==> config.mk <==
export PLATFORM = sky130hd
export DESIGN_NAME = pll_divn_prog_flat
export DESIGN_NICKNAME = d
export VERILOG_FILES = /design/src/rtl/pll_div_pkg.sv /design/src/rtl/pll_divn_prog_if.sv /design/src/rtl/pll_div_shadow.sv /design/src/rtl/pll_divn_prog.sv /design/src/flat_wrapper.sv
export SDC_FILE = /design/constraint.sdc
export NUM_CORES = 1
export LEC_CHECK = 0
export CORE_ASPECT_RATIO = 0.6
export CORE_MARGIN = 2
export CORE_UTILIZATION = 35
export CTS_BUF_LIST = sky130_fd_sc_hd__clkbuf_8
export DETAILED_ROUTE_END_ITERATION = 10
export PLACE_DENSITY = 0.64
export SYNTH_ARGS = -nofsm -noshare
export SYNTH_HDL_FRONTEND = slang
export SYNTH_HIERARCHICAL = 1
export SYNTH_SLANG_ARGS = --single-unit
==> constraint.sdc <==
create_clock -name clk -period 4.8 [get_ports clk]
set_input_delay 0.96 -clock clk [delete_from_list [all_inputs] [get_ports clk]]
set_output_delay 0.96 -clock clk [all_outputs]
set_load 0.005 [all_outputs]
==> src/rtl/pll_div_pkg.sv <==
// Shared constants and ratio helpers for the programmable PLL feedback divider.
package pll_div_pkg;

    localparam int unsigned DIV_WIDTH = 8;
    localparam int unsigned DIV_RESET = 32;
    localparam int unsigned DIV_MIN   = 2;

    function automatic int unsigned clamp_div(input int unsigned n, input int unsigned lo);
        return (n < lo) ? lo : n;
    endfunction

    // High-phase length: odd ratios get the extra cycle in the high phase.
    function automatic int unsigned hi_len(input int unsigned n);
        return (n >> 1) + (n & 32'd1);
    endfunction

endpackage

==> src/rtl/pll_divn_prog_if.sv <==
// Control/status bundle of the feedback divider; _i/_o named from the divider's side.
interface pll_divn_prog_if import pll_div_pkg::*; #(
    parameter int unsigned WIDTH = DIV_WIDTH
);
    logic             pwrup_1v8_i;
    logic [WIDTH-1:0] div_n_i;
    logic             div_load_i;
    logic             div_ack_o;
    logic             ck_fb_o;
    logic             fb_pulse_o;
    logic [WIDTH-1:0] div_active_o;
    logic             pending_o;

    modport master (
        output pwrup_1v8_i, div_n_i, div_load_i,
        input  div_ack_o, ck_fb_o, fb_pulse_o, div_active_o, pending_o
    );

    modport slave (
        input  pwrup_1v8_i, div_n_i, div_load_i,
        output div_ack_o, ck_fb_o, fb_pulse_o, div_active_o, pending_o
    );
endinterface

==> src/rtl/pll_div_shadow.sv <==
// Shadow ratio register: captures requests and promotes them to the active ratio
// only when the counter signals a safe boundary.
module pll_div_shadow import pll_div_pkg::*; #(
    parameter int unsigned WIDTH     = DIV_WIDTH,
    parameter int unsigned RESET_DIV = DIV_RESET,
    parameter int unsigned MIN_DIV   = DIV_MIN
) (
    input  logic             clk,
    input  logic             rst,
    input  logic             load_i,
    input  logic [WIDTH-1:0] div_n_i,
    input  logic             apply_i,
    output logic [WIDTH-1:0] active_o,
    output logic             pending_o,
    output logic             ack_o
);

    logic [WIDTH-1:0] shadow_q, shadow_d;
    logic [WIDTH-1:0] active_q, active_d;
    logic             pending_q, pending_d;
    logic             ack_q, ack_d;

    always_comb begin
        shadow_d  = shadow_q;
        active_d  = active_q;
        pending_d = pending_q;
        ack_d     = 1'b0;
        if (apply_i && pending_q) begin
            active_d  = shadow_q;
            pending_d = 1'b0;
            ack_d     = 1'b1;
        end
        // A load on the apply edge wins: it stays pending for the next boundary.
        if (load_i) begin
            shadow_d  = WIDTH'(clamp_div(32'(div_n_i), MIN_DIV));
            pending_d = 1'b1;
        end
    end

    always_ff @(posedge clk or posedge rst) begin
        if (rst) begin
            shadow_q  <= WIDTH'(RESET_DIV);
            active_q  <= WIDTH'(RESET_DIV);
            pending_q <= 1'b0;
            ack_q     <= 1'b0;
        end else begin
            shadow_q  <= shadow_d;
            active_q  <= active_d;
            pending_q <= pending_d;
            ack_q     <= ack_d;
        end
    end

    assign active_o  = active_q;
    assign pending_o = pending_q;
    assign ack_o     = ack_q;

endmodule

==> src/rtl/pll_divn_prog.sv <==
// Programmable feedback divider: synchronous mod-N counter producing a registered
// near-50% CK_FB and a wrap pulse, with glitch-free ratio changes at period boundaries.
module pll_divn_prog import pll_div_pkg::*; #(
    parameter int unsigned WIDTH     = DIV_WIDTH,
    parameter int unsigned RESET_DIV = DIV_RESET,
    parameter int unsigned MIN_DIV   = DIV_MIN
) (
    input  logic           clk,
    input  logic           rst,
    pll_divn_prog_if.slave bus
);

    logic [WIDTH-1:0] cnt_q, cnt_d;
    logic [WIDTH-1:0] cnt_inc;
    logic [WIDTH-1:0] hi_n;
    logic [WIDTH-1:0] div_active;
    logic             ck_fb_q, ck_fb_d;
    logic             fb_pulse_q, fb_pulse_d;
    logic             wrap;
    logic             apply;
    logic             pending;
    logic             div_ack;

    always_comb begin
        cnt_inc    = (cnt_q == div_active - WIDTH'(1)) ? '0 : cnt_q + WIDTH'(1);
        wrap       = (cnt_inc == '0);
        hi_n       = WIDTH'(hi_len(32'(div_active)));
        cnt_d      = '0;
        ck_fb_d    = 1'b0;
        fb_pulse_d = 1'b0;
        // Idle parks the counter, so a pending ratio is safe to apply on any edge.
        apply      = 1'b1;
        if (bus.pwrup_1v8_i) begin
            cnt_d      = cnt_inc;
            ck_fb_d    = (cnt_inc < hi_n);
            fb_pulse_d = wrap;
            apply      = wrap;
        end
    end

    always_ff @(posedge clk or posedge rst) begin
        if (rst) begin
            cnt_q      <= '0;
            ck_fb_q    <= 1'b0;
            fb_pulse_q <= 1'b0;
        end else begin
            cnt_q      <= cnt_d;
            ck_fb_q    <= ck_fb_d;
            fb_pulse_q <= fb_pulse_d;
        end
    end

    pll_div_shadow #(
        .WIDTH     (WIDTH),
        .RESET_DIV (RESET_DIV),
        .MIN_DIV   (MIN_DIV)
    ) u_shadow (
        .clk       (clk),
        .rst       (rst),
        .load_i    (bus.div_load_i),
        .div_n_i   (bus.div_n_i),
        .apply_i   (apply),
        .active_o  (div_active),
        .pending_o (pending),
        .ack_o     (div_ack)
    );

    assign bus.ck_fb_o      = ck_fb_q;
    assign bus.fb_pulse_o   = fb_pulse_q;
    assign bus.div_active_o = div_active;
    assign bus.pending_o    = pending;
    assign bus.div_ack_o    = div_ack;

endmodule
==> src/flat_wrapper.sv <==
// flat-port wrapper written by rule: the top's interface ports become plain ports
module pll_divn_prog_flat import pll_div_pkg::*;
#(
    parameter int unsigned WIDTH     = DIV_WIDTH,
    parameter int unsigned RESET_DIV = DIV_RESET,
    parameter int unsigned MIN_DIV   = DIV_MIN
)
  (clk, rst, bus_pwrup_1v8_i, bus_div_n_i, bus_div_load_i, bus_div_ack_o, bus_ck_fb_o, bus_fb_pulse_o, bus_div_active_o, bus_pending_o);
  pll_divn_prog_if #(.WIDTH(WIDTH)) bus_i ();
  input  logic clk;
  input  logic rst;
  input wire logic [$bits(bus_i.pwrup_1v8_i)-1:0] bus_pwrup_1v8_i;
  input wire logic [$bits(bus_i.div_n_i)-1:0] bus_div_n_i;
  input wire logic [$bits(bus_i.div_load_i)-1:0] bus_div_load_i;
  output wire logic [$bits(bus_i.div_ack_o)-1:0] bus_div_ack_o;
  output wire logic [$bits(bus_i.ck_fb_o)-1:0] bus_ck_fb_o;
  output wire logic [$bits(bus_i.fb_pulse_o)-1:0] bus_fb_pulse_o;
  output wire logic [$bits(bus_i.div_active_o)-1:0] bus_div_active_o;
  output wire logic [$bits(bus_i.pending_o)-1:0] bus_pending_o;
  assign bus_i.pwrup_1v8_i = bus_pwrup_1v8_i;
  assign bus_i.div_n_i = bus_div_n_i;
  assign bus_i.div_load_i = bus_div_load_i;
  assign bus_div_ack_o = bus_i.div_ack_o;
  assign bus_ck_fb_o = bus_i.ck_fb_o;
  assign bus_fb_pulse_o = bus_i.fb_pulse_o;
  assign bus_div_active_o = bus_i.div_active_o;
  assign bus_pending_o = bus_i.pending_o;
  pll_divn_prog #(.WIDTH(WIDTH), .RESET_DIV(RESET_DIV), .MIN_DIV(MIN_DIV)) u_core (.clk(clk), .rst(rst), .bus(bus_i));
endmodule
== Yosys cells after proc, flatten, opt, wreduce, memory -nomap -nowiden ==
Index checks and enable logic that the tools add are counted.

* Bits in registers: 28
* Bits in latches: 0
* Memory bits (writable): 0
* ROM bits: 0
* Bits of input ports: 12
* Output and inout bits: 12
* Logic and storage cells: 25
* Memories kept: 0

* Add/subtract/negate cells: 3
* $mul: 0
* Div/mod/pow operators: 0
* $lt $le $gt $ge: 2
* Equal/unequal tests: 1
* Shifts and indexed selects: 0
* Mux-type cells: 9
* Bitwise operators: 0
* Reduce and logical (&&, ||, !) cells: 3

{| class="wikitable"
|+ Operators with widths
! kind !! number
|-
| 8-bit two-way mux || 3
|-
| 7-bit by 1-bit adder with 8-bit output || 1
|-
| 8-bit by 1-bit adder with 8-bit output (second input constant) || 1
|-
| 8-bit == test || 1
|-
| 8-bit logical NOT || 1
|-
| 8-bit by 2-bit less-than comparator with 1-bit output (second input constant) || 1
|-
| 8-bit less-than comparator || 1
|-
| 8-bit by 1-bit subtractor with 8-bit output (second input constant) || 1
|-
| 1-bit two-way mux || 6
|-
| 2-bit nonzero test || 1
|-
| 1-bit logical AND || 1
|}

== Depth between registers and ports, before layout ==
* Depth in word-level cells: 8
* Mapped depth: 15
* Mapped depth without buffers: 15

== Cells and area by module ==
The synthesis kept the hierarchy.

{| class="wikitable"
|+ Modules (own cells, without submodules)
! module !! instances !! cells an instance !! area an instance (um^2) !! sequential area each (um^2)
|-
| pll_divn_prog || 1 || 128 || 1116.1 || 250.2
|-
| pll_div_shadow || 1 || 44 || 706.9 || 452.9
|}

== Least setup slack after synthesis ==
OpenSTA, ideal clock, no wires.

* Path kind: reg-to-reg
* Start point: register u_core.u_shadow.active_q[0] (netlist: u_core/u_shadow/active_o[0])
* End point: register u_core.ck_fb_q (netlist: u_core/bus.ck_fb_o)
* Setup time: 0.064 ns
* Data arrival time: 3.079 ns
* Data required time: 4.736 ns
* Setup slack: 1.657 ns
* Stages on the path, launching flop included: 16
* Buffers on the path: 0
* Clock period less this slack: 3.143 ns
* Cells stage by stage: dfrtp_1 inv_1 ha_1 xor2_1 o211ai_1 a211oi_2 nand3_2 nor2_4 nor2_1 ha_1 a21o_1 nand2_1 nand4b_1 a2111o_1 nor4b_2 or3_1

* Cells in the longest elaborated chain, start to end: 5
* Elaborated cells on any way between the ends: 6
* Classes of those cells: add/sub (2); order compare (1); eq/ne (1); mux (2)

{| class="wikitable"
|+ RTL lines
! element !! line !! text
|-
| from (decl) || pll_div_shadow.sv:19 || <nowiki>logic [WIDTH-1:0] active_q, active_d;</nowiki>
|-
| from (signal assigned) || pll_div_shadow.sv:43 || <nowiki>active_q <= WIDTH'(RESET_DIV);</nowiki>
|-
| from (signal assigned) || pll_div_shadow.sv:48 || <nowiki>active_q <= active_d;</nowiki>
|-
| 8-bit by 1-bit subtractor with 8-bit output || pll_divn_prog.sv:25 || <nowiki>cnt_inc = (cnt_q == div_active - WIDTH'(1)) ? '0 : cnt_q + WIDTH'(1);</nowiki>
|-
| 8-bit == test || pll_divn_prog.sv:25 ||
|-
| 8-bit two-way mux || pll_divn_prog.sv:25 ||
|-
| 8-bit less-than comparator * || pll_divn_prog.sv:35 || <nowiki>ck_fb_d = (cnt_inc < hi_n);</nowiki>
|-
| 1-bit two-way mux * || pll_divn_prog.sv:33 || <nowiki>if (bus.pwrup_1v8_i) begin</nowiki>
|-
| named net u_core.ck_fb_d || pll_divn_prog.sv:17 || <nowiki>logic ck_fb_q, ck_fb_d;</nowiki>
|-
| to (signal assigned) || pll_divn_prog.sv:48 || <nowiki>ck_fb_q <= ck_fb_d;</nowiki>
|-
| to (decl) || pll_divn_prog.sv:17 ||
|}

Mark *: on every way through the listed nets, which the timed path passes. The rest lies on a longest branch.
A chain may end at the register's enable or synchronous reset.

== Final worst setup path ==
Ends and elaborated chain as after synthesis.

==> results.md <==
- Outcome: finished, final reports clean
- Async SR Flop Fraction: 1.00
- CTS root buf: clkbuf_8
- Worst-path fanout max: 8
- Drt wl/cell: 14.0 microns
- Largest net degree at the start of global routing: 19
- Worst Setup Start Kind: flip-flop
- Max Clock Skew: 0.00623 ns
- DRC errors left: 0
- Placer Congestion: 0.796
- Area Growth Syn to Fin: 17.6%
- Leakage: around 0.9 nW
- Final hold vios: 0
- DP Area: ~0.0021 sq mm
- Initial antenna violation count: 0
- Arr. time, crit path: between 3 and 4 ns
- Post-Route WL: between 3 and 4 mm
- Top Ports: 24
- Routed Antenna Nets: 0
- Vias after detailed routing: 1249
- Critical Path RT: 5.02 ns
- Die outline height: 59.9 microns
- Final worst path period share: 0.721
- DRT Pass-1 Iters: 4
- Ant diodes: 0
- Max frequency: 289 MHz
- Worst setup path category: flip-flop to flip-flop
- Share of cells above drive strength 1: 0.192
- Register area: 703 sq um
- H-tree level count: 1
- Hold_buf cts: 0
- Period minus WS final: 3.46 ns
- Final net count: roughly 220
- FF+latch count, synth: 28
- Layout Cells excl Fill: 259
- Max Cap Violations: 0
- Row count: 20
- Power density over the cells: 351 mW/mm^2
- Gr usage total: 0.133
- Setup bufs post-CTS: 0
- DP Cell Count: 255
- Post-synth EDFFs: 0
- Skew-Pair Late Insertion Delay: 0.27 ns
- Clk buf depth: 2
- Syn Inst Count: 172
- Mapped Nets: ~200
- Final Setup Violations: 0
- Synth Flop Type: dfrtp_1
- Vias in the first global route: 1160
- Worst-path clk slew: 0.10 ns
- CTS tree: built
- Crit. End Element: flip-flop
- GR Overflow Total: 0
- Worst vdd ir: 128 uV
- First-pass GRT wire length: 6.03 mm
- DRT iter0 DRCs: 39
- Final core utilization: 0.426
- Core area: 0.00503 sq mm
- Vias per inst: 4.82
- Worst slew pin tran: approximately 0.7 ns
- Hold/Removal Path Class: flip-flop to flip-flop
- Unrepaired setup endpoints after global routing: no
- Port Buf Inserts: 23
- Setup TNS: 0 ns
- Area of the multi-input gates: 0.00103 sq mm
- CTS Buf Count: 3
- Sink Count: 28
- Yosys warnings: 6
- Fin. max-slew vios: 0
- Syn_area_per_cell: 10.6 sq um
- Filler cells: 485
- Post-Layout Inst Area: 0.00214 sq mm
- Detailed Place HPWL: 2.98 mm
- Starting Density: 0.362
- Relative max-transition margin: 0.542
- Die Footprint: 0.00582 sq mm
- Netlist Area Pre-Place: 0.00182 sq mm
- Sequential area share after synthesis: 0.386
- PostCTS Resize Cnt: 0
- Cell variety after synth: 45
- Die width: 97.2 microns
[layout by cell type (no fill, tap or decap), drive strengths merged, types with 3 or more instances in the layout]
cell,instances
nand3,11
mux2,14
nor2,22
or2,3
dfrtp,26
clkbuf,4
xor2,11
nand2,9
inv,11
and3,4
a21oi,3
xnor2,10
nand4,3
ha,11
clkdlybuf4s50,23
[cell usage after synthesis (2+ instances only)]
library cell  instances  share of area
or2_1                 2         0.0069
inv_1                11          0.023
nor2b_1               2         0.0069
nor4_2                2          0.014
ha_1                 11          0.075
xnor2_1              10          0.048
nand2_1               8          0.016
buf_6                 2          0.012
nand3_1              10          0.027
nor4b_2               2          0.016
a21oi_1               3         0.0082
dfrtp_1              26           0.36
nor3_4                2          0.018
dfstp_2               2          0.029
and3_1                4          0.014
buf_4                 2         0.0082
a21o_1                2         0.0082
mux2_2               14          0.086
xor2_2                2          0.018
xor2_1                9          0.043
nand4_1               3          0.010
nor2_1               20          0.041
[through the flow]
step           hold WS, ns  setup slack [ns]  power, mW
2_1_floorplan        0.473              1.66      0.508
3_3_place_gp         0.486              1.44      0.610
3_5_place_dp         0.488              1.37      0.612
4_1_cts              0.512              1.34      0.761
5_1_grt              0.527              1.07      0.803
6_report             0.509              1.34      0.752
[power by group]
group / internal (mW) / switching [mW] / leakage (nW)
clock network: 0.0734 / 0.0731 / 0.0288
logic: 0.149 / 0.128 / 0.529
registers: 0.271 / 0.0576 / 0.343
[critical path: stages (launching register included)]
cell and delay [ns]:
dfrtp_1 0.49, inv_1 0.07, ha_1 0.34, xor2_1 0.17, o211ai_1 0.11, a211oi_2 0.25, nand3_2 0.18, nor2_4 0.21
nor2_1 0.08, ha_1 0.33, a21o_1 0.19, nand2_1 0.06, nand4b_1 0.13, a2111o_1 0.45, nor4b_2 0.21, or3_1 0.14
[state kept, by name, indices dropped and copies added (netlist names)]
signal	count
u_core/bus.fb_pulse_o	1
u_core/cnt_q	8
u_core/bus.ck_fb_o	1
u_core/u_shadow/shadow_q	8
u_core/u_shadow/ack_o	1
u_core/u_shadow/pending_o	1
u_core/u_shadow/active_o	8
[routing by layer]
metal,wire length [microns],global-route usage,up-vias,part of all wire
met2,1240,0.157,21,0.34
met3,166,0.0351,2,0.046
met4,10,0.0181,0,0.0027
met1,2220,0.228,594,0.61
met5,0,0,-,0
li1,-,-,632,-
[worst paths after layout]
kind	startpoint	endpoint	slack (ns)	cells after the start
max	u_core/u_shadow/active_o[0]$_DFFE_PP0P_	u_core/bus.ck_fb_o$_DFF_PP0_	1.34	15
min	u_core/u_shadow/shadow_q[1]$_DFFE_PP0P_	u_core/u_shadow/active_o[1]$_DFFE_PP0P_	0.51	1
max reg2reg	u_core/u_shadow/active_o[0]$_DFFE_PP0P_	u_core/bus.ck_fb_o$_DFF_PP0_	1.34	15
min reg2reg	u_core/u_shadow/shadow_q[1]$_DFFE_PP0P_	u_core/u_shadow/active_o[1]$_DFFE_PP0P_	0.51	1
max in group asynchronous	rst	u_core/u_shadow/active_o[4]$_DFFE_PP0P_	3.25	2
min in group asynchronous	rst	u_core/cnt_q[2]$_DFF_PP0_	0.99	2
[cell type report]
| class | instances | area share |
|---|---|---|
| clock buffer | 4 | 0.0257 |
| inverter | 11 | 0.0193 |
| multi-input combinational | 127 | 0.481 |
| sequential | 28 | 0.328 |
| tap | 66 | 0.0385 |
| timing repair buffer | 23 | 0.107 |
[logic make-up after synthesis]
logic type,after synthesis,synth area share
xor gates and xnor gates,21,0.109
and+or+nand+nor,63,0.208
DFF,28,0.386
adders and majority gates,12,0.0817
muxes,15,0.0920
AOI/OAI and AO/OA,16,0.0755
buffers and inverters,17,0.0480
No activity file was read; power rests on OpenSTA's default activity.
